$ cat src/rtl/muldiv_pkg.sv
// muldiv_pkg: shared definitions for the iterative multiply/divide unit.
//   op_e    : operation code driven by the core's control block on `op`.
//   state_e : sequencer states of muldiv_unit.
//   op_is_div / op_is_signed : small decode helpers used by the sequencer.
package muldiv_pkg;

    typedef enum logic [2:0] {
        OP_NOP   = 3'd0,
        OP_MULT  = 3'd1,
        OP_MULTU = 3'd2,
        OP_DIV   = 3'd3,
        OP_DIVU  = 3'd4,
        OP_MTHI  = 3'd5,
        OP_MTLO  = 3'd6
    } op_e;

    typedef enum logic [1:0] {
        ST_IDLE = 2'd0,
        ST_CALC = 2'd1,
        ST_FIX  = 2'd2
    } state_e;

    function automatic logic op_is_div(input logic [2:0] op);
        return (op == OP_DIV) || (op == OP_DIVU);
    endfunction

    function automatic logic op_is_signed(input logic [2:0] op);
        return (op == OP_MULT) || (op == OP_DIV);
    endfunction

endpackage

$ cat src/rtl/muldiv_step.sv
// muldiv_step: one radix-2 iteration of the multiply/divide datapath.
// Purely combinational; the sequencer registers acc/mq every cycle.
//   is_div : 1 = restoring-divide step, 0 = shift-add multiply step
//   acc    : multiply: running upper half of the product
//            divide  : partial remainder
//   mq     : multiply: multiplier, shifted out LSB first, product low bits in
//            divide  : dividend, shifted out MSB first, quotient bits in
//   opnd   : multiplicand (multiply) or divisor (divide), unsigned magnitude
//   acc_n, mq_n : values after this iteration
module muldiv_step #(
    parameter int WIDTH = 32
) (
    input  logic             is_div,
    input  logic [WIDTH-1:0] acc,
    input  logic [WIDTH-1:0] mq,
    input  logic [WIDTH-1:0] opnd,
    output logic [WIDTH-1:0] acc_n,
    output logic [WIDTH-1:0] mq_n
);

    logic [WIDTH:0] sum;
    logic [WIDTH:0] shifted;
    logic [WIDTH:0] diff;

    always_comb begin
        // Multiply: add the multiplicand when the current multiplier bit is
        // set, then shift {carry, acc, mq} right by one. After WIDTH steps
        // {acc, mq} holds the full 2*WIDTH product.
        sum     = {1'b0, acc} + (mq[0] ? {1'b0, opnd} : '0);
        // Divide: bring the next dividend bit into the remainder and try
        // subtracting the divisor. Bit WIDTH of diff is the borrow, since the
        // shifted remainder is always below twice the divisor.
        shifted = {acc, mq[WIDTH-1]};
        diff    = shifted - {1'b0, opnd};

        if (is_div) begin
            if (!diff[WIDTH]) begin
                acc_n = diff[WIDTH-1:0];
                mq_n  = {mq[WIDTH-2:0], 1'b1};
            end else begin
                acc_n = shifted[WIDTH-1:0];
                mq_n  = {mq[WIDTH-2:0], 1'b0};
            end
        end else begin
            acc_n = sum[WIDTH:1];
            mq_n  = {sum[0], mq[WIDTH-1:1]};
        end
    end

endmodule

$ cat src/rtl/muldiv_unit.sv
// muldiv_unit: iterative multiply/divide unit owning the HI/LO registers.
// MULT/MULTU/DIV/DIVU run for WIDTH+2 cycles (IDLE->CALC x WIDTH->FIX);
// MTHI/MTLO write HI/LO directly from IDLE in a single cycle.
// Ports:
//   clk, rst          : clock (rising edge), asynchronous active-high reset
//   start, op, a, b   : request, operation code (muldiv_pkg::op_e), operands
//   cancel            : abort the in-flight operation, HI/LO untouched
//   busy              : high in CALC and FIX; start is ignored while high
//   done              : one-cycle pulse after HI/LO were written by mul/div
//   div_zero          : pulses with done when the divisor was zero
//   hi_data, lo_data  : architectural HI and LO registers
// Handshake: a request is taken on a rising edge where start=1, busy=0 and
// cancel=0; it is never queued. done/div_zero are registered pulses that
// appear in the first IDLE cycle, so a new start is accepted during done.
module muldiv_unit
    import muldiv_pkg::*;
#(
    parameter int WIDTH = 32
) (
    input  logic             clk,
    input  logic             rst,
    input  logic             start,
    input  logic [2:0]       op,
    input  logic [WIDTH-1:0] a,
    input  logic [WIDTH-1:0] b,
    input  logic             cancel,
    output logic             busy,
    output logic             done,
    output logic             div_zero,
    output logic [WIDTH-1:0] hi_data,
    output logic [WIDTH-1:0] lo_data
);

    localparam int CNT_W = $clog2(WIDTH + 1);
    localparam logic [CNT_W-1:0] LAST_CNT = CNT_W'(WIDTH - 1);

    state_e           state_q, state_d;
    logic [CNT_W-1:0] cnt_q, cnt_d;
    logic [WIDTH-1:0] acc_q, acc_d;
    logic [WIDTH-1:0] mq_q, mq_d;
    logic [WIDTH-1:0] opnd_q, opnd_d;
    logic             is_div_q, is_div_d;
    logic             neg_lo_q, neg_lo_d;   // negate product / quotient
    logic             neg_hi_q, neg_hi_d;   // negate remainder
    logic             bzero_q, bzero_d;     // divisor was zero
    logic [WIDTH-1:0] hi_q, hi_d;
    logic [WIDTH-1:0] lo_q, lo_d;
    logic             done_q, done_d;
    logic             div_zero_q, div_zero_d;

    logic [WIDTH-1:0]   step_acc;
    logic [WIDTH-1:0]   step_mq;
    logic [WIDTH-1:0]   a_mag;
    logic [WIDTH-1:0]   b_mag;
    logic               a_neg;
    logic               b_neg;
    logic [2*WIDTH-1:0] prod_raw;
    logic [2*WIDTH-1:0] prod_fix;
    logic [WIDTH-1:0]   quo_fix;
    logic [WIDTH-1:0]   rem_fix;

    muldiv_step #(
        .WIDTH (WIDTH)
    ) u_step (
        .is_div (is_div_q),
        .acc    (acc_q),
        .mq     (mq_q),
        .opnd   (opnd_q),
        .acc_n  (step_acc),
        .mq_n   (step_mq)
    );

    always_comb begin
        // Operand magnitudes; unsigned ops pass straight through.
        a_neg = op_is_signed(op) && a[WIDTH-1];
        b_neg = op_is_signed(op) && b[WIDTH-1];
        a_mag = a_neg ? -a : a;
        b_mag = b_neg ? -b : b;

        // Sign correction of the finished unsigned result. Negating the MIN
        // magnitude yields MIN again, which gives MIN / -1 = MIN, rem 0.
        prod_raw = {acc_q, mq_q};
        prod_fix = neg_lo_q ? -prod_raw : prod_raw;
        quo_fix  = neg_lo_q ? -mq_q : mq_q;
        rem_fix  = neg_hi_q ? -acc_q : acc_q;
    end

    always_comb begin
        state_d    = state_q;
        cnt_d      = cnt_q;
        acc_d      = acc_q;
        mq_d       = mq_q;
        opnd_d     = opnd_q;
        is_div_d   = is_div_q;
        neg_lo_d   = neg_lo_q;
        neg_hi_d   = neg_hi_q;
        bzero_d    = bzero_q;
        hi_d       = hi_q;
        lo_d       = lo_q;
        done_d     = 1'b0;
        div_zero_d = 1'b0;

        case (state_q)
            ST_IDLE: begin
                if (start && !cancel) begin
                    case (op)
                        OP_MTHI: hi_d = a;
                        OP_MTLO: lo_d = a;
                        OP_MULT, OP_MULTU, OP_DIV, OP_DIVU: begin
                            state_d  = ST_CALC;
                            cnt_d    = '0;
                            acc_d    = '0;
                            mq_d     = a_mag;
                            opnd_d   = b_mag;
                            is_div_d = op_is_div(op);
                            neg_lo_d = a_neg ^ b_neg;
                            // Remainder takes the dividend's sign; for a
                            // multiply only neg_lo is used.
                            neg_hi_d = a_neg;
                            bzero_d  = (b == '0);
                        end
                        default: ;
                    endcase
                end
            end

            ST_CALC: begin
                if (cancel) begin
                    state_d = ST_IDLE;
                end else begin
                    acc_d = step_acc;
                    mq_d  = step_mq;
                    cnt_d = cnt_q + 1'b1;
                    if (cnt_q == LAST_CNT) begin
                        state_d = ST_FIX;
                    end
                end
            end

            ST_FIX: begin
                state_d = ST_IDLE;
                if (!cancel) begin
                    done_d = 1'b1;
                    if (is_div_q) begin
                        // With a zero divisor every trial subtract succeeds,
                        // so the remainder ends up as the dividend itself
                        // (hi = a after sign fix); only lo needs forcing.
                        hi_d       = rem_fix;
                        lo_d       = bzero_q ? '1 : quo_fix;
                        div_zero_d = bzero_q;
                    end else begin
                        hi_d = prod_fix[2*WIDTH-1:WIDTH];
                        lo_d = prod_fix[WIDTH-1:0];
                    end
                end
            end

            default: state_d = ST_IDLE;
        endcase
    end

    always_ff @(posedge clk or posedge rst) begin
        if (rst) begin
            state_q    <= ST_IDLE;
            cnt_q      <= '0;
            acc_q      <= '0;
            mq_q       <= '0;
            opnd_q     <= '0;
            is_div_q   <= 1'b0;
            neg_lo_q   <= 1'b0;
            neg_hi_q   <= 1'b0;
            bzero_q    <= 1'b0;
            hi_q       <= '0;
            lo_q       <= '0;
            done_q     <= 1'b0;
            div_zero_q <= 1'b0;
        end else begin
            state_q    <= state_d;
            cnt_q      <= cnt_d;
            acc_q      <= acc_d;
            mq_q       <= mq_d;
            opnd_q     <= opnd_d;
            is_div_q   <= is_div_d;
            neg_lo_q   <= neg_lo_d;
            neg_hi_q   <= neg_hi_d;
            bzero_q    <= bzero_d;
            hi_q       <= hi_d;
            lo_q       <= lo_d;
            done_q     <= done_d;
            div_zero_q <= div_zero_d;
        end
    end

    assign busy     = (state_q != ST_IDLE);
    assign done     = done_q;
    assign div_zero = div_zero_q;
    assign hi_data  = hi_q;
    assign lo_data  = lo_q;

endmodule

$ cat config.mk
export PLATFORM = sky130hd
export DESIGN_NAME = muldiv_unit
export DESIGN_NICKNAME = d
export VERILOG_FILES = /design/src/rtl/muldiv_pkg.sv /design/src/rtl/muldiv_step.sv /design/src/rtl/muldiv_unit.sv
export SDC_FILE = /design/constraint.sdc
export NUM_CORES = 1
export LEC_CHECK = 0
export CORE_MARGIN = 1.5
export CORE_UTILIZATION = 53
export DETAILED_ROUTE_END_ITERATION = 10
export PLACE_DENSITY = 0.83
export SLEW_MARGIN = 20
export SYNTH_ARGS = -nofsm -noshare
export SYNTH_HDL_FRONTEND = slang
export SYNTH_SLANG_ARGS = --single-unit
$ cat constraint.sdc
create_clock -name clk -period 5.2 [get_ports clk]
set_input_delay 0.52 -clock clk [delete_from_list [all_inputs] [get_ports clk]]
set_output_delay 0.52 -clock clk [all_outputs]
set_load 0.01 [all_outputs]
### After elaboration in Yosys (flattened, before gate mapping)

Index checks and enable logic that the tools add are counted.

| storage, ports and cells | value |
|---|---|
| bits in registers | 174 |
| input bits | 71 |
| output and inout bits | 67 |
| logic and storage cells | 98 |

| cells by class | value |
|---|---|
| $add $sub $neg | 8 |
| equal/unequal tests | 16 |
| multiplexer cells | 43 |
| bitwise operators | 1 |
| reduce and logical (&&, ||, !) cells | 17 |

Operators by type and width:

| kind | number |
|---|---|
| 2-to-1 mux 32 bit | 23 |
| case mux 32 bit (2 select lines) | 4 |
| negation 32 bit | 4 |
| 2-to-1 mux 64 bit | 1 |
| negation 64 bit | 1 |
| adder 32 x 33 -> 33 bit | 1 |
| subtractor 33 x 32 -> 33 bit | 1 |
| logical NOT 32 bit | 1 |
| 2-to-1 mux 6 bit | 3 |
| case mux 6 bit (2 select lines) | 1 |
| AND reduction 4 bit | 3 |
| == test 3 bit (second input constant) | 3 |
| 2-to-1 mux 2 bit | 4 |
| adder 6 x 1 -> 6 bit (second input constant) | 1 |
| == test 3 x 2 -> 1 bit (second input constant) | 2 |
| == test 6 x 5 -> 1 bit (second input constant) | 1 |
| 2-to-1 mux 1 bit | 6 |
| inequality test 2 x 1 -> 1 bit (second input constant) | 3 |
| inequality test 2 bit (second input constant) | 3 |
| AND reduction 3 bit | 2 |
| nonzero test 2 bit | 3 |
| case mux 2 bit (2 select lines) | 1 |
| OR reduction 4 bit | 1 |
| == test 3 x 1 -> 1 bit (second input constant) | 1 |
| other kinds (8) | 11 |

### Logic depth before layout (Yosys ltp)

Gate-level depths: netlist of run 1.

| logic depth | value |
|---|---|
| depth after elaboration | 7 |
| gate-level depth with buffers | 13 |
| gate-level depth less buffers | 13 |

### By module

Synthesis of run 1 repeated with hierarchy kept, for this count alone.

| unflattened totals | value |
|---|---|
| cells, all modules | 1,991 |
| area total of the unflattened synthesis | 15,374.7 µm² |

Modules (own cells, without submodules):

| module | times used | cells an instance | area each (µm²) | sequential area each (µm²) |
|---|---|---|---|---|
| muldiv_unit | 1 | 1,303 | 10,553.9 | 4,354.2 |
| muldiv_step | 1 | 688 | 4,820.9 | 0.0 |

### Worst setup path before layout of run 1

OpenSTA, ideal clock, no wires.

| timing | value |
|---|---|
| path kind | in2reg |
| start point | input a[1] |
| end point | register mq_q[29] |
| setup time | 137 ps |
| arrival time | 3,425 ps |
| required time | 5,063 ps |
| setup slack | 1,638 ps |
| cell stages on the path | 8 |
| path buffers | 0 |
| path through | or4_4 > or4b_4 > or4_1 > or4_4 > or4_4 > o31ai_1 > xor2_1 > a21oi_1 |

| on the way | value |
|---|---|
| cells in the longest elaborated chain, start to end | 5 |

RTL lines:

| what | RTL line | RTL |
|---|---|---|
| from (decl) | muldiv_unit.sv:24 | `input logic [WIDTH-1:0] a,` |
| negation 32 bit | muldiv_unit.sv:77 | `a_mag = a_neg ? -a : a;` |
| 2-to-1 mux 32 bit | muldiv_unit.sv:77 |  |
| 2-to-1 mux 32 bit | muldiv_unit.sv:106 | `case (op)` |
| 2-to-1 mux 32 bit | muldiv_unit.sv:105 | `if (start && !cancel) begin` |
| case mux 32 bit (2 select lines) | muldiv_unit.sv:103 | `case (state_q)` |
| to (signal assigned) | muldiv_unit.sv:181 | `mq_q <= mq_d;` |
| to (decl) | muldiv_unit.sv:40 | `logic [WIDTH-1:0] mq_q, mq_d;` |

Every way passes these cells. The select of a mux whose other input is x is not followed.
A chain may end at the register's enable or synchronous reset.

### Final worst setup path of run 1

| timing | value |
|---|---|
| start point | register mq_q[31] |
| end point | register acc_q[20] |

| on the way | value |
|---|---|
| cells in the longest elaborated chain, start to end | 5 |

RTL lines:

| what | RTL line | RTL |
|---|---|---|
| subtractor 33 x 32 -> 33 bit | muldiv_step.sv:34 | `diff = shifted - {1'b0, opnd};` |
| 2-to-1 mux 32 bit | muldiv_step.sv:37 | `if (!diff[WIDTH]) begin` |
| 2-to-1 mux 32 bit | muldiv_step.sv:36 | `if (is_div) begin` |
| 2-to-1 mux 32 bit | muldiv_unit.sv:128 | `if (cancel) begin` |
| case mux 32 bit (2 select lines) | muldiv_unit.sv:103 |  |
| to (signal assigned) | muldiv_unit.sv:166 | `acc_q <= '0;` |
| to (signal assigned) | muldiv_unit.sv:180 | `acc_q <= acc_d;` |
| to (decl) | muldiv_unit.sv:39 | `logic [WIDTH-1:0] acc_q, acc_d;` |

Every way passes these cells. The select of a mux whose other input is x is not followed.

==> impl_metrics.prom, run 1 <==
# TYPE chip_impl_metric gauge
chip_impl_info{name="run_status",value="complete, no violations"} 1
chip_impl_metric{name="flip_flop_and_latch_count_after_synthesis",unit=""} 174
chip_impl_metric{name="fraction_of_the_core_area_covered_by_cells_at_the_end_of_the_flow",unit="%"} 62.9
chip_impl_metric{name="cts_resized",unit=""} 0
chip_impl_metric{name="clkTransAtPathRegs",unit="ns"} 0.08
chip_impl_metric{name="cts-buffers-inserted",unit=""} 17
chip_impl_info{name="tritoncts",value="yes"} 1
chip_impl_metric{name="critPathMaxStageDelay",unit="ns"} 0.60
chip_impl_metric{name="die_height",unit="um"} 167
chip_impl_metric{name="drc",unit=""} 0
chip_impl_metric{name="crit_arrival",unit="ns"} 4.31
chip_impl_metric{name="fin_nets",unit=""} 2048
chip_impl_metric{name="fraction_of_power_spent_switching_nets",unit="%"} 47.7
chip_impl_metric{name="ios",unit=""} 138
chip_impl_metric{name="fin_skew",unit="ns"} 0.0166
chip_impl_metric{name="die-area",unit="um^2"} 27900
chip_impl_metric{name="detailedRoute.firstIterationViolations",unit=""} 1495
chip_impl_metric{name="fin_hold_ws",unit="ns"} 0.479
chip_impl_metric{name="number_of_rows_in_the_core_area",unit=""} 59
chip_impl_metric{name="maxSlewHeadroom",unit="%"} 33.1
chip_impl_info{name="timing_worst_setup_path_type",value="reg2reg"} 1
chip_impl_metric{name="share_of_the_synthesized_area_in_the_top_cell_type",unit="%"} 30.5
chip_impl_metric{name="wl_per_cell",unit="um"} 19.4
chip_impl_metric{name="gpl_congestion",unit=""} 0.964
chip_impl_info{name="critPathLaunchType",value="register"} 1
chip_impl_metric{name="avgViaCountPerCell",unit=""} 6.35
chip_impl_metric{name="finalNonFillerCells",unit=""} 2254
chip_impl_metric{name="critical_path.n_buffers_inverters",unit=""} 2
chip_impl_metric{name="overflow",unit=""} 0
chip_impl_metric{name="synthesis.nets",unit=""} 1972
chip_impl_metric{name="place.port_buffers",unit=""} 137
chip_impl_info{name="rsz_0062_raised_after_global_routing",value="no"} 1
chip_impl_metric{name="finalHoldViolations",unit=""} 0
chip_impl_metric{name="syn2layout_area_growth",unit="%"} 15.5
chip_impl_metric{name="fin_area",unit="um^2"} 16500
chip_impl_metric{name="power_switching",unit="mW"} 4.16
chip_impl_metric{name="antenna_violating_nets_left",unit=""} 0
chip_impl_metric{name="initial_antenna_violation_count",unit=""} 0
chip_impl_metric{name="postLayoutSetupSlackWorst",unit="ns"} 1.19
chip_impl_metric{name="final.min_clock_period",unit="ns"} 4.01
chip_impl_metric{name="min_period_over_period",unit="%"} 77.2
chip_impl_metric{name="powerDensity",unit="nW/um^2"} 529
chip_impl_metric{name="postSynthAreaPerCell",unit="um^2"} 7.80
chip_impl_metric{name="design_power_total",unit="mW"} 8.71
chip_impl_info{name="critical_path.top_delay_family",value="compound AO/OA/AOI/OAI gates"} 1
chip_impl_info{name="cts_root_buf",value="sky130_fd_sc_hd__clkbuf_16"} 1
chip_impl_metric{name="ctsLongestPathBuffers",unit=""} 2
chip_impl_info{name="timing.critical_path.slowest_stage_cell",value="sky130_fd_sc_hd__o31ai_1"} 1
chip_impl_metric{name="clock_insertion_delay_worst_skew",unit="ns"} 0.44
chip_impl_metric{name="synth_warnings",unit=""} 0
chip_impl_metric{name="postCtsHoldBufs",unit=""} 0
chip_impl_metric{name="grt_pass1_wl",unit="um"} 71300
chip_impl_metric{name="comb_power_share",unit="%"} 57.4
chip_impl_metric{name="num_vias",unit=""} 14300
chip_impl_info{name="worstHoldPathType",value="reg2reg"} 1
chip_impl_metric{name="grt_start_max_net_pins",unit=""} 175
chip_impl_metric{name="ys_async_sr_fraction",unit="%"} 100
chip_impl_metric{name="placed_cells_incl_taps",unit=""} 2222
chip_impl_metric{name="maxSlewViolCount",unit=""} 0
chip_impl_metric{name="worst_ep_required_time",unit="ns"} 5.50
chip_impl_info{name="synth.area.top_cells",value="sky130_fd_sc_hd__dfrtp_1 (31%), sky130_fd_sc_hd__o21ai_0 (8.3%), sky130_fd_sc_hd__xnor2_1 (7.2%)"} 1
chip_impl_metric{name="fmax",unit="MHz"} 249
chip_impl_metric{name="worst_pin_slew",unit="ns"} 1.00
chip_impl_metric{name="internal-power",unit="mW"} 4.55
chip_impl_metric{name="synth_seq_area_share",unit="%"} 30.5
chip_impl_metric{name="reg_power_share",unit="%"} 27.8
chip_impl_metric{name="die_w",unit="um"} 167
chip_impl_metric{name="floorplan.initialDensity",unit="%"} 54.4
chip_impl_info{name="end_kind",value="register"} 1
chip_impl_metric{name="vias_in_the_first_global_route",unit=""} 13700
chip_impl_metric{name="fill_cells",unit=""} 2307
chip_impl_metric{name="design.core.area",unit="um^2"} 26200
chip_impl_metric{name="setup-violations-final",unit=""} 0
chip_impl_metric{name="yosysUniqueCellTypes",unit=""} 63
chip_impl_metric{name="htree_num_levels",unit=""} 4
chip_impl_metric{name="totalWireLength",unit="um"} 43600
chip_impl_info{name="synth-main-ff-cell",value="sky130_fd_sc_hd__dfrtp_1"} 1
chip_impl_metric{name="fraction_of_final_layout_cells_sized_beyond_drive_strength_1",unit="%"} 3.86
chip_impl_metric{name="combined_global_route_utilization_of_all_metal_layers",unit="%"} 31.7
chip_impl_metric{name="dp_hpwl",unit="um"} 32600
chip_impl_metric{name="preCtsSetupSlack",unit="ns"} 0.913
chip_impl_metric{name="worst-path-max-fanout",unit=""} 9
chip_impl_info{name="worstPathCellList",value="inv_1, ha_1, fa_1, nand2b_1, a21oi_1, nor4b_1, o21ai_0, o31ai_1, xor2_2, buf_4, and3_1, a31o_2, a2bb2oi_1"} 1
chip_impl_metric{name="finalSetupTns",unit="ns"} 0
chip_impl_metric{name="power.static_leakage",unit="nW"} 6.99
chip_impl_metric{name="drt_pass1_iterations",unit=""} 6
chip_impl_metric{name="clock_sink_count",unit=""} 174
chip_impl_metric{name="antenna_cells_inserted",unit=""} 0
chip_impl_metric{name="synth_edf_count",unit=""} 0
chip_impl_metric{name="max_cap_violations",unit=""} 0
chip_impl_metric{name="synth_cells",unit=""} 1830
chip_impl_metric{name="vdd_drop_max",unit="mV"} 0.224
chip_impl_info{name="yosysTopAreaCell",value="sky130_fd_sc_hd__dfrtp_1"} 1
chip_impl_metric{name="placedInstanceArea",unit="um^2"} 15900
chip_impl_metric{name="clkPwrFrac",unit="%"} 14.8
chip_impl_metric{name="cts.repair_timing.setup_buffer_count",unit=""} 0
chip_impl_metric{name="syn-cell-area",unit="um^2"} 14300
-- layer usage --
metal	share of wire, %	vias up	GRT usage, %	wire [um]
li1	-	6768	-	-
met4	3.6	0	12.3	1570
met1	43	6777	42.4	18600
met5	0	-	0	0
met3	7.6	107	3.75	3300
met2	46	668	52.4	20200
-- worst min-delay path, cell delays in order, from the launching register on --
cell,delay [ns]
sky130_fd_sc_hd__dfrtp_1,0.34
sky130_fd_sc_hd__nand2_1,0.05
sky130_fd_sc_hd__o21ai_0,0.06
-- power groups by stage --
stage / Combinational, mW / Sequential [mW] / Clock [mW]
2_1_floorplan: 3.49 / 2.26 / 0
3_3_place_gp: 4.82 / 2.40 / 0
3_5_place_dp: 4.91 / 2.42 / 0
4_1_cts: 4.94 / 2.39 / 1.29
5_1_grt: 5.54 / 2.48 / 1.34
6_report: 5.00 / 2.42 / 1.29
-- final cells by class --
class | count | area [um^2] | share of cell area (%)
flip-flops and latches | 174 | 4360 | 26.4
clock buffers | 18 | 429 | 2.60
repair buffers | 155 | 1530 | 9.29
multi-input cells | 1499 | 9370 | 56.9
clock inverters | 14 | 145 | 0.881
well taps | 335 | 419 | 2.54
inverters | 59 | 225 | 1.37
-- logic make-up (layout without fill, tap and decap cells) --
logic type	count (synthesis)	count (layout)	synth area share, %
adder cells (fa/ha/maj)	71	71	6.33
XOR/XNOR	173	173	10.6
AO/OA/AOI/OAI	598	598	25.4
AND/OR/NAND/NOR	609	609	19.5
flip-flops	174	174	30.5
buffers and inverters	157	246	4.19
multiplexers	48	48	3.39
-- registers in the layout, summed over array words and instances, names as in the netlist, 2 cells and up --
signal,count
state_q,2
cnt_q,6
lo_data,32
hi_data,32
mq_q,32
opnd_q,32
acc_q,32
-- synth_stat cells, types with 4 or more instances --
| cell type | n |
|---|---|
| sky130_fd_sc_hd__mux2i_1 | 46 |
| sky130_fd_sc_hd__clkbuf_1 | 90 |
| sky130_fd_sc_hd__a21oi_1 | 122 |
| sky130_fd_sc_hd__o21a_1 | 9 |
| sky130_fd_sc_hd__a211oi_1 | 19 |
| sky130_fd_sc_hd__a211o_1 | 4 |
| sky130_fd_sc_hd__nor2_1 | 127 |
| sky130_fd_sc_hd__nor2b_1 | 18 |
| sky130_fd_sc_hd__nand4_1 | 15 |
| sky130_fd_sc_hd__a21o_1 | 28 |
| sky130_fd_sc_hd__o31ai_1 | 33 |
| sky130_fd_sc_hd__o211ai_1 | 10 |
| sky130_fd_sc_hd__nor4_1 | 13 |
| sky130_fd_sc_hd__o41ai_1 | 13 |
| sky130_fd_sc_hd__o22ai_1 | 32 |
| sky130_fd_sc_hd__dfrtp_1 | 174 |
| sky130_fd_sc_hd__nand2_1 | 270 |
| sky130_fd_sc_hd__inv_1 | 59 |
| sky130_fd_sc_hd__nor3_1 | 47 |
| sky130_fd_sc_hd__xnor2_1 | 117 |
| sky130_fd_sc_hd__a22oi_1 | 15 |
| sky130_fd_sc_hd__and2_1 | 8 |
| sky130_fd_sc_hd__o21bai_1 | 6 |
| sky130_fd_sc_hd__and3_1 | 7 |
| sky130_fd_sc_hd__ha_1 | 69 |
| sky130_fd_sc_hd__nand2b_1 | 23 |
| sky130_fd_sc_hd__nand3_1 | 30 |
| sky130_fd_sc_hd__buf_1 | 6 |
| sky130_fd_sc_hd__a31oi_1 | 17 |
| sky130_fd_sc_hd__xor2_1 | 56 |
| sky130_fd_sc_hd__or3_1 | 15 |
| sky130_fd_sc_hd__o21ai_0 | 237 |
| sky130_fd_sc_hd__nor3b_1 | 6 |
| sky130_fd_sc_hd__or4_1 | 14 |
| sky130_fd_sc_hd__o221ai_1 | 25 |
-- worst paths after layout --
check                      startpoint    endpoint  slack [ns]  cells after the start
hold / removal             opnd_q[15]  opnd_q[15]        0.48                      2
max in group asynchronous         rst    is_div_q        3.71                      3
min in group asynchronous         rst  lo_data[5]        0.66                      3
setup / recovery             mq_q[31]   acc_q[20]        1.19                     13
hold reg to reg            opnd_q[15]  opnd_q[15]        0.48                      2
setup reg to reg             mq_q[31]   acc_q[20]        1.19                     13
-- cell usage in the layout (no fill, tap or decap), types with 47 or more instances in the layout --
master and instances:
sky130_fd_sc_hd__nand2_1 268, sky130_fd_sc_hd__o21ai_0 237, sky130_fd_sc_hd__dfrtp_1 173, sky130_fd_sc_hd__clkdlybuf4s50_1 137, sky130_fd_sc_hd__nor2_1 125, sky130_fd_sc_hd__a21oi_1 122
sky130_fd_sc_hd__xnor2_1 116, sky130_fd_sc_hd__ha_1 69, sky130_fd_sc_hd__inv_1 58, sky130_fd_sc_hd__xor2_1 55, sky130_fd_sc_hd__nor3_1 47
Power figures use the tool's default switching activity.
==> run 2, diff against run 1 <==
--- a/config.mk
+++ b/config.mk
@@ -6,9 +6,9 @@
 export NUM_CORES = 1
 export LEC_CHECK = 0
 export CORE_MARGIN = 1.5
-export CORE_UTILIZATION = 53
+export CORE_UTILIZATION = 59
 export DETAILED_ROUTE_END_ITERATION = 10
-export PLACE_DENSITY = 0.83
+export PLACE_DENSITY = 0.87
 export SLEW_MARGIN = 20
 export SYNTH_ARGS = -nofsm -noshare
 export SYNTH_HDL_FRONTEND = slang
==> constraint.sdc (replaced) <==
create_clock -name clk -period 3.7 [get_ports clk]
set_input_delay 0.37 -clock clk [delete_from_list [all_inputs] [get_ports clk]]
set_output_delay 0.37 -clock clk [all_outputs]
set_load 0.01 [all_outputs]
==> impl_metrics.prom, run 2 (synthesized netlist as in run 1, its figures left out) <==
# TYPE chip_impl_metric gauge
chip_impl_metric{name="critical_path.n_buffers_inverters",unit=""} 1
chip_impl_metric{name="cp_num_cells",unit=""} 9
chip_impl_metric{name="crit_arrival",unit="ns"} 3.89
chip_impl_metric{name="gpl_congestion",unit=""} 0.954
chip_impl_metric{name="drt_pass1_iterations",unit=""} 6
chip_impl_metric{name="setup-violations-final",unit=""} 0
chip_impl_metric{name="finalHoldViolations",unit=""} 0
chip_impl_metric{name="drc",unit=""} 0
chip_impl_metric{name="global_route.usage.met2",unit="%"} 64.0
chip_impl_metric{name="place.port_buffers",unit=""} 137
chip_impl_metric{name="fin_hold_ws",unit="ns"} 0.480
chip_impl_info{name="run_status",value="complete, no violations"} 1
chip_impl_metric{name="number_of_rows_in_the_core_area",unit=""} 56
chip_impl_metric{name="die_height",unit="um"} 159
chip_impl_metric{name="min_period_over_period",unit="%"} 96.5
chip_impl_metric{name="antenna_cells_inserted",unit=""} 0
chip_impl_info{name="end_kind",value="register"} 1
chip_impl_info{name="timing.critical_path.slowest_stage_cell",value="sky130_fd_sc_hd__or4_4"} 1
chip_impl_metric{name="maxSlewViolCount",unit=""} 0
chip_impl_metric{name="worst-path-max-fanout",unit=""} 4
chip_impl_metric{name="die_w",unit="um"} 159
chip_impl_metric{name="ios",unit=""} 138
chip_impl_info{name="worstHoldPathType",value="reg2reg"} 1
chip_impl_info{name="cts_root_buf",value="sky130_fd_sc_hd__clkbuf_16"} 1
chip_impl_metric{name="clkTransAtPathRegs",unit="ns"} 0.08
chip_impl_metric{name="grt_pass1_wl",unit="um"} 74200
chip_impl_info{name="tritoncts",value="yes"} 1
chip_impl_metric{name="max_cap_violations",unit=""} 0
chip_impl_info{name="critPathLaunch",value="a[1]"} 1
chip_impl_metric{name="vdd_drop_max",unit="mV"} 0.326
chip_impl_info{name="crit_path_frequent_cell",value="sky130_fd_sc_hd__or4_4"} 1
chip_impl_metric{name="finalNonFillerCells",unit=""} 2323
chip_impl_metric{name="fmax",unit="MHz"} 280
chip_impl_metric{name="syn2layout_area_growth",unit="%"} 19.9
chip_impl_metric{name="worst-r2r-setup-slack",unit="ns"} 0.16
chip_impl_info{name="worst_setup_path_endpoint",value="mq_q[29]"} 1
chip_impl_metric{name="avgViaCountPerCell",unit=""} 6.39
chip_impl_metric{name="gr-usage-met3",unit="%"} 6.26
chip_impl_metric{name="powerDensity",unit="nW/um^2"} 752
chip_impl_metric{name="preCtsSetupSlack",unit="ns"} -0.267
chip_impl_metric{name="reg2regPathDepth",unit=""} 13
chip_impl_metric{name="power.static_leakage",unit="nW"} 7.41
chip_impl_metric{name="dp_hpwl",unit="um"} 35800
chip_impl_metric{name="cts-buffers-inserted",unit=""} 17
chip_impl_metric{name="fin_skew",unit="ns"} 0.0183
chip_impl_metric{name="wl_per_cell",unit="um"} 20.3
chip_impl_metric{name="design.core.area",unit="um^2"} 23600
chip_impl_metric{name="fin_nets",unit=""} 2134
chip_impl_info{name="reg2reg_to",value="acc_q[23]"} 1
chip_impl_metric{name="worst_ep_required_time",unit="ns"} 4.01
chip_impl_info{name="critical_path.top_delay_family",value="simple AND/OR/NAND/NOR gates"} 1
chip_impl_metric{name="antenna_violating_nets_left",unit=""} 0
chip_impl_info{name="rsz_0062_raised_after_global_routing",value="no"} 1
chip_impl_info{name="grt_busiest_layer",value="met2"} 1
chip_impl_metric{name="postLayoutSetupSlackWorst",unit="ns"} 0.128
chip_impl_metric{name="detailedRoute.firstIterationViolations",unit=""} 1390
chip_impl_metric{name="fraction_of_the_core_area_covered_by_cells_at_the_end_of_the_flow",unit="%"} 72.5
chip_impl_metric{name="totalWireLength",unit="um"} 47100
chip_impl_info{name="top_library_cells_by_usage_in_the_layout_fill_and_taps_aside",value="sky130_fd_sc_hd__nand2_1 (269), sky130_fd_sc_hd__o21ai_0 (236), sky130_fd_sc_hd__dfrtp_1 (173)"} 1
chip_impl_metric{name="num_vias",unit=""} 14800
chip_impl_metric{name="globalRouteMet1Util",unit="%"} 47.7
chip_impl_metric{name="critPathMaxStageDelay",unit="ns"} 0.55
chip_impl_metric{name="placed_cells_incl_taps",unit=""} 2292
chip_impl_metric{name="clock_sink_count",unit=""} 174
chip_impl_metric{name="grt_start_max_net_pins",unit=""} 175
chip_impl_info{name="r2r_start",value="mq_q[0]"} 1
chip_impl_metric{name="floorplan.initialDensity",unit="%"} 60.4
chip_impl_metric{name="fill_cells",unit=""} 1842
chip_impl_info{name="timing_worst_setup_path_type",value="in2reg"} 1
chip_impl_info{name="mostFrequentLayoutCell",value="sky130_fd_sc_hd__nand2_1"} 1
chip_impl_metric{name="worst_pin_slew",unit="ns"} 0.999
chip_impl_metric{name="fraction_of_final_layout_cells_sized_beyond_drive_strength_1",unit="%"} 7.98
chip_impl_metric{name="initial_antenna_violation_count",unit=""} 0
chip_impl_metric{name="htree_num_levels",unit=""} 4
chip_impl_metric{name="die-area",unit="um^2"} 25100
chip_impl_info{name="worstPathCellList",value="clkdlybuf4s50_1, or4_4, or4b_4, or4_1, or4_4, or4_4, o31ai_1, xor2_1, a21oi_1"} 1
chip_impl_metric{name="overflow",unit=""} 0
chip_impl_metric{name="maxSlewHeadroom",unit="%"} 33.4
chip_impl_info{name="critPathLaunchType",value="primary input"} 1
chip_impl_metric{name="clock_insertion_delay_worst_skew",unit="ns"} 0.45
chip_impl_metric{name="vias_in_the_first_global_route",unit=""} 14200
chip_impl_metric{name="final.min_clock_period",unit="ns"} 3.57
chip_impl_metric{name="combined_global_route_utilization_of_all_metal_layers",unit="%"} 38.2
chip_impl_metric{name="ctsLongestPathBuffers",unit=""} 2
chip_impl_info{name="timing.hold.worst.start",value="lo_data[14]"} 1
-- run 2: worst min path at each step --
| stage | endpoint | cells past startpoint |
|---|---|---|
| 6_report | lo_data[14] | 2 |
| 3_5_place_dp | lo_data[14] | 2 |
| 5_1_grt | lo_data[17] | 2 |
| 2_1_floorplan | opnd_q[14] | 2 |
| 3_3_place_gp | hi_data[4] | 1 |
| 4_1_cts | lo_data[14] | 2 |
-- run 2: where the power goes --
group          leakage, nW  internal, mW  switching [mW]
sequential            2.20          2.51           0.667
clock                0.275         0.898           0.912
combinational         4.94          3.36            4.53
total                 7.41          6.76            6.11
-- run 2: what timing repair did --
action	4_1_cts	5_1_grt
hold endpoints to repair	0	0
hold buffers	0	0
setup endpoints to repair	0	3
buffers inserted	0	0
resized for setup	0	4
-- run 2: routing by layer --
metal / part of all wire, % / vias up / wire length, um
li1: - / 6921 / -
met1: 39 / 6922 / 18400
met2: 47 / 847 / 22200
met3: 9.3 / 149 / 4370
met4: 4.6 / 0 / 2150
met5: 0 / - / 0
-- run 2: through the flow --
step	setup TNS (ns)	power (mW)	area, um^2
after CTS	0	12.7	17100
final	0	12.9	17100
after floorplan	0	8.08	14300
after detailed placement	-0.769	10.9	16500
after global routing	0	13.7	17100
after global placement	-0.768	10.7	16500
-- run 2: worst min-delay path, cell delays in order, from the launching register on --
cell	delay, ns
sky130_fd_sc_hd__dfrtp_1	0.34
sky130_fd_sc_hd__nand2_1	0.05
sky130_fd_sc_hd__o21ai_0	0.06
-- run 2: area by class of cell --
type | instances | area (um^2) | area share [%]
Tap cell | 319 | 399 | 2.33
Clock inverter | 14 | 148 | 0.863
Clock buffer | 17 | 425 | 2.49
Sequential cell | 174 | 4360 | 25.5
Multi-Input combinational cell | 1499 | 9370 | 54.7
Timing Repair Buffer | 241 | 2190 | 12.8
Inverter | 59 | 225 | 1.32
==> run 3, diff against run 2 <==
--- a/config.mk
+++ b/config.mk
@@ -6,10 +6,12 @@
 export NUM_CORES = 1
 export LEC_CHECK = 0
 export CORE_MARGIN = 1.5
-export CORE_UTILIZATION = 59
+export CORE_UTILIZATION = 60
 export DETAILED_ROUTE_END_ITERATION = 10
-export PLACE_DENSITY = 0.87
+export PLACE_DENSITY = 0.88
+export SETUP_SLACK_MARGIN = 0.1
 export SLEW_MARGIN = 20
 export SYNTH_ARGS = -nofsm -noshare
 export SYNTH_HDL_FRONTEND = slang
+export SYNTH_HIERARCHICAL = 1
 export SYNTH_SLANG_ARGS = --single-unit
==> impl_metrics.prom, run 3 <==
# TYPE chip_impl_metric gauge
chip_impl_metric{name="die-area",unit="um^2"} 26600
chip_impl_metric{name="postCtsHoldBufs",unit=""} 0
chip_impl_metric{name="num_vias",unit=""} 16500
chip_impl_metric{name="maxSlewHeadroom",unit="%"} 26.8
chip_impl_metric{name="htree_num_levels",unit=""} 4
chip_impl_metric{name="antenna_cells_inserted",unit=""} 0
chip_impl_metric{name="postSynthAreaPerCell",unit="um^2"} 7.72
chip_impl_info{name="worstHoldPathType",value="in2async"} 1
chip_impl_metric{name="floorplan.initialDensity",unit="%"} 61.1
chip_impl_metric{name="number_of_rows_in_the_core_area",unit=""} 58
chip_impl_metric{name="synth_edf_count",unit=""} 0
chip_impl_metric{name="clock_insertion_delay_worst_skew",unit="ns"} 0.45
chip_impl_metric{name="flip_flop_and_latch_count_after_synthesis",unit=""} 174
chip_impl_metric{name="fin_skew",unit="ns"} 0.0229
chip_impl_metric{name="antenna_violating_nets_left",unit=""} 0
chip_impl_info{name="critical_path.top_delay_family",value="compound AO/OA/AOI/OAI gates"} 1
chip_impl_metric{name="internal-power",unit="mW"} 5.86
chip_impl_metric{name="power_switching",unit="mW"} 4.81
chip_impl_info{name="r2r_start",value="mq_q[0]"} 1
chip_impl_metric{name="yosysUniqueCellTypes",unit=""} 90
chip_impl_metric{name="dp_hpwl",unit="um"} 41700
chip_impl_metric{name="final.min_clock_period",unit="ns"} 3.53
chip_impl_metric{name="ys_async_sr_fraction",unit="%"} 100
chip_impl_metric{name="ctsLongestPathBuffers",unit=""} 2
chip_impl_metric{name="preCtsSetupSlack",unit="ns"} 0.214
chip_impl_info{name="end_kind",value="register"} 1
chip_impl_metric{name="design.core.area",unit="um^2"} 25200
chip_impl_metric{name="fraction_of_final_layout_cells_sized_beyond_drive_strength_1",unit="%"} 10.1
chip_impl_metric{name="finalHoldViolations",unit=""} 0
chip_impl_metric{name="multi_input_comb_area",unit="um^2"} 10400
chip_impl_info{name="synth-main-ff-cell",value="sky130_fd_sc_hd__dfrtp_1"} 1
chip_impl_metric{name="fmax",unit="MHz"} 283
chip_impl_metric{name="powerDensity",unit="nW/um^2"} 590
chip_impl_metric{name="wl_per_cell",unit="um"} 22.7
chip_impl_metric{name="max_cap_violations",unit=""} 0
chip_impl_info{name="top_library_cells_by_usage_in_the_layout_fill_and_taps_aside",value="sky130_fd_sc_hd__nand2_1 (229), sky130_fd_sc_hd__nor2_1 (191), sky130_fd_sc_hd__a21oi_1 (177)"} 1
chip_impl_info{name="tritoncts",value="yes"} 1
chip_impl_metric{name="detailedRoute.firstIterationViolations",unit=""} 2076
chip_impl_info{name="crit_path_frequent_cell",value="sky130_fd_sc_hd__buf_4"} 1
chip_impl_metric{name="syn-cell-area",unit="um^2"} 15400
chip_impl_metric{name="synth_cells",unit=""} 1991
chip_impl_metric{name="worst-r2r-setup-slack",unit="ns"} 0.17
chip_impl_metric{name="setup-violations-final",unit=""} 0
chip_impl_metric{name="avgViaCountPerCell",unit=""} 6.71
chip_impl_metric{name="drc",unit=""} 0
chip_impl_metric{name="comb_power_share",unit="%"} 53.2
chip_impl_info{name="synth.area.top_cells",value="sky130_fd_sc_hd__dfrtp_1 (28%), sky130_fd_sc_hd__a21oi_1 (5.8%), sky130_fd_sc_hd__ha_1 (5.6%)"} 1
chip_impl_metric{name="place.port_buffers",unit=""} 137
chip_impl_metric{name="crit_arrival",unit="ns"} 3.90
chip_impl_metric{name="maxSlewViolCount",unit=""} 0
chip_impl_metric{name="worst_pin_slew",unit="ns"} 1.10
chip_impl_info{name="rsz_0062_raised_after_global_routing",value="no"} 1
chip_impl_metric{name="gpl_congestion",unit=""} 1.01
chip_impl_info{name="synth_most_common_cell",value="sky130_fd_sc_hd__nand2_1"} 1
chip_impl_metric{name="worst_ep_required_time",unit="ns"} 4.07
chip_impl_metric{name="clkTransAtPathRegs",unit="ns"} 0.08
chip_impl_info{name="reg2reg_to",value="acc_q[29]"} 1
chip_impl_metric{name="postLayoutSetupSlackWorst",unit="ns"} 0.168
chip_impl_info{name="timing.critical_path.slowest_stage_cell",value="sky130_fd_sc_hd__dfrtp_2"} 1
chip_impl_metric{name="critical_path.n_buffers_inverters",unit=""} 2
chip_impl_metric{name="vdd_drop_max",unit="mV"} 0.308
chip_impl_metric{name="clock_sink_count",unit=""} 174
chip_impl_metric{name="syn2layout_area_growth",unit="%"} 17.7
chip_impl_metric{name="share_of_the_synthesized_area_in_the_top_cell_type",unit="%"} 28.3
chip_impl_metric{name="grt_pass1_wl",unit="um"} 86400
chip_impl_metric{name="design_power_total",unit="mW"} 10.7
chip_impl_metric{name="reg2regPathDepth",unit=""} 16
chip_impl_info{name="cts_root_buf",value="sky130_fd_sc_hd__clkbuf_16"} 1
chip_impl_metric{name="critPathMaxStageDelay",unit="ns"} 0.47
chip_impl_metric{name="vias_in_the_first_global_route",unit=""} 15800
chip_impl_metric{name="synthesis.nets",unit=""} 2133
chip_impl_info{name="synth.cells.most_frequent",value="sky130_fd_sc_hd__nand2_1 (229), sky130_fd_sc_hd__nor2_1 (193), sky130_fd_sc_hd__a21oi_1 (178)"} 1
chip_impl_metric{name="clkPwrFrac",unit="%"} 19.0
chip_impl_metric{name="reg_power_share",unit="%"} 27.8
chip_impl_metric{name="fill_cells",unit=""} 2021
chip_impl_metric{name="fin_nets",unit=""} 2257
chip_impl_metric{name="cts-buffers-inserted",unit=""} 17
chip_impl_metric{name="fraction_of_power_spent_switching_nets",unit="%"} 45.1
chip_impl_info{name="worstPathCellList",value="and2_1, ha_4, fa_2, a211oi_2, o21a_1, o21bai_2, a2111oi_4, buf_4, nor3_1, o41ai_2, buf_4, xnor2_1, o21ai_1, a21oi_1, nand3_1, nand2_1"} 1
chip_impl_metric{name="worst-path-max-fanout",unit=""} 6
chip_impl_metric{name="sequential_cell_area",unit="um^2"} 4360
chip_impl_metric{name="totalWireLength",unit="um"} 55900
chip_impl_metric{name="ios",unit=""} 138
chip_impl_metric{name="drt_pass1_iterations",unit=""} 5
chip_impl_metric{name="min_period_over_period",unit="%"} 95.5
chip_impl_info{name="mostFrequentLayoutCell",value="sky130_fd_sc_hd__nand2_1"} 1
chip_impl_metric{name="combined_global_route_utilization_of_all_metal_layers",unit="%"} 42.0
chip_impl_metric{name="initial_antenna_violation_count",unit=""} 0
chip_impl_info{name="critPathLaunchType",value="register"} 1
chip_impl_metric{name="die_w",unit="um"} 163
chip_impl_info{name="timing_worst_setup_path_type",value="reg2reg"} 1
chip_impl_info{name="run_status",value="complete, no violations"} 1
chip_impl_metric{name="power.static_leakage",unit="nW"} 8.04
chip_impl_metric{name="synth_seq_area_share",unit="%"} 28.3
chip_impl_metric{name="die_height",unit="um"} 163
chip_impl_metric{name="finalSetupTns",unit="ns"} 0
chip_impl_metric{name="overflow",unit=""} 0
chip_impl_metric{name="grt_start_max_net_pins",unit=""} 58
chip_impl_info{name="yosysTopAreaCell",value="sky130_fd_sc_hd__dfrtp_1"} 1
chip_impl_metric{name="synth_warnings",unit=""} 6
-- run 3: power by group through the flow --
stage | Sequential, mW | Clock (mW) | Combinational (mW)
floorplan | 2.84 | 0 | 3.72
global placement | 2.95 | 0 | 5.38
detailed placement | 2.97 | 0 | 5.48
CTS | 2.94 | 2.03 | 5.51
global route | 3.02 | 2.11 | 6.13
finish | 2.97 | 2.03 | 5.68
-- run 3: area by class of cell --
class	instances	area share, %
multi-input combinational	1636	57.2
sequential	174	24.1
timing repair buffer	221	11.6
clock buffer	18	2.43
tap	330	2.28
inverter	65	1.37
clock inverter	14	1.08
-- run 3: metrics by stage --
stage	instance area (um^2)	hold slack (ns)	utilization, %	cells
after floorplan	15400	0.453	-	1991
after global placement	17400	0.460	69.0	2423
after detailed placement	17400	0.465	69.0	2423
after CTS	18000	0.478	71.6	2455
after global routing	18100	0.490	71.9	2458
final	18100	0.450	71.9	2458
-- run 3: worst reg2reg max path, stage by stage (launching register included) --
cell and delay, ns:
sky130_fd_sc_hd__dfrtp_2 0.47, sky130_fd_sc_hd__and2_1 0.19, sky130_fd_sc_hd__ha_4 0.18, sky130_fd_sc_hd__fa_2 0.42, sky130_fd_sc_hd__a211oi_2 0.24, sky130_fd_sc_hd__o21a_1 0.20, sky130_fd_sc_hd__o21bai_2 0.12, sky130_fd_sc_hd__a2111oi_4 0.32
sky130_fd_sc_hd__buf_4 0.19, sky130_fd_sc_hd__nor3_1 0.07, sky130_fd_sc_hd__o41ai_2 0.41, sky130_fd_sc_hd__buf_4 0.18, sky130_fd_sc_hd__xnor2_1 0.12, sky130_fd_sc_hd__o21ai_1 0.08, sky130_fd_sc_hd__a21oi_1 0.12, sky130_fd_sc_hd__nand3_1 0.08
sky130_fd_sc_hd__nand2_1 0.09
-- run 3: cell families (layout without fill, tap and decap cells) --
kind of cell | count (synthesis) | in the layout | share of synthesized area (%)
DFF | 174 | 174 | 28.3
muxes | 39 | 39 | 2.81
xor gates and xnor gates | 171 | 171 | 9.74
and+or+nand+nor | 743 | 743 | 22.9
buffers and inverters | 181 | 318 | 4.90
AOI/OAI and AO/OA | 612 | 612 | 25.5
adders and majority gates | 71 | 71 | 5.88
-- run 3: repair_timing --
| item | CTS | global route |
|---|---|---|
| pin swaps | 0 | 5 |
| buffers inserted | 0 | 3 |
| resized for setup | 1 | 18 |
| endpoints found under the setup margin | 1 | 8 |
-- run 3: routing by layer --
layer  part of all wire [%]  GRT usage (%)  vias to the layer above
met5                      0              0                        -
met4                    6.1           23.1                        0
met3                    9.0           7.26                      229
met2                     46           68.7                     1066
met1                     39           52.8                     7774
li1                       -              -                     7429
-- run 3: worst max-delay path by stage --
stage                     startpoint        end  cells past startpoint
final                        mq_q[0]  acc_q[29]                     16
after global routing         mq_q[0]  acc_q[29]                     16
after CTS                    mq_q[0]  acc_q[31]                     15
after detailed placement     mq_q[0]  acc_q[31]                     15
after global placement       mq_q[0]  acc_q[31]                     15
after floorplan              mq_q[0]  acc_q[31]                     15
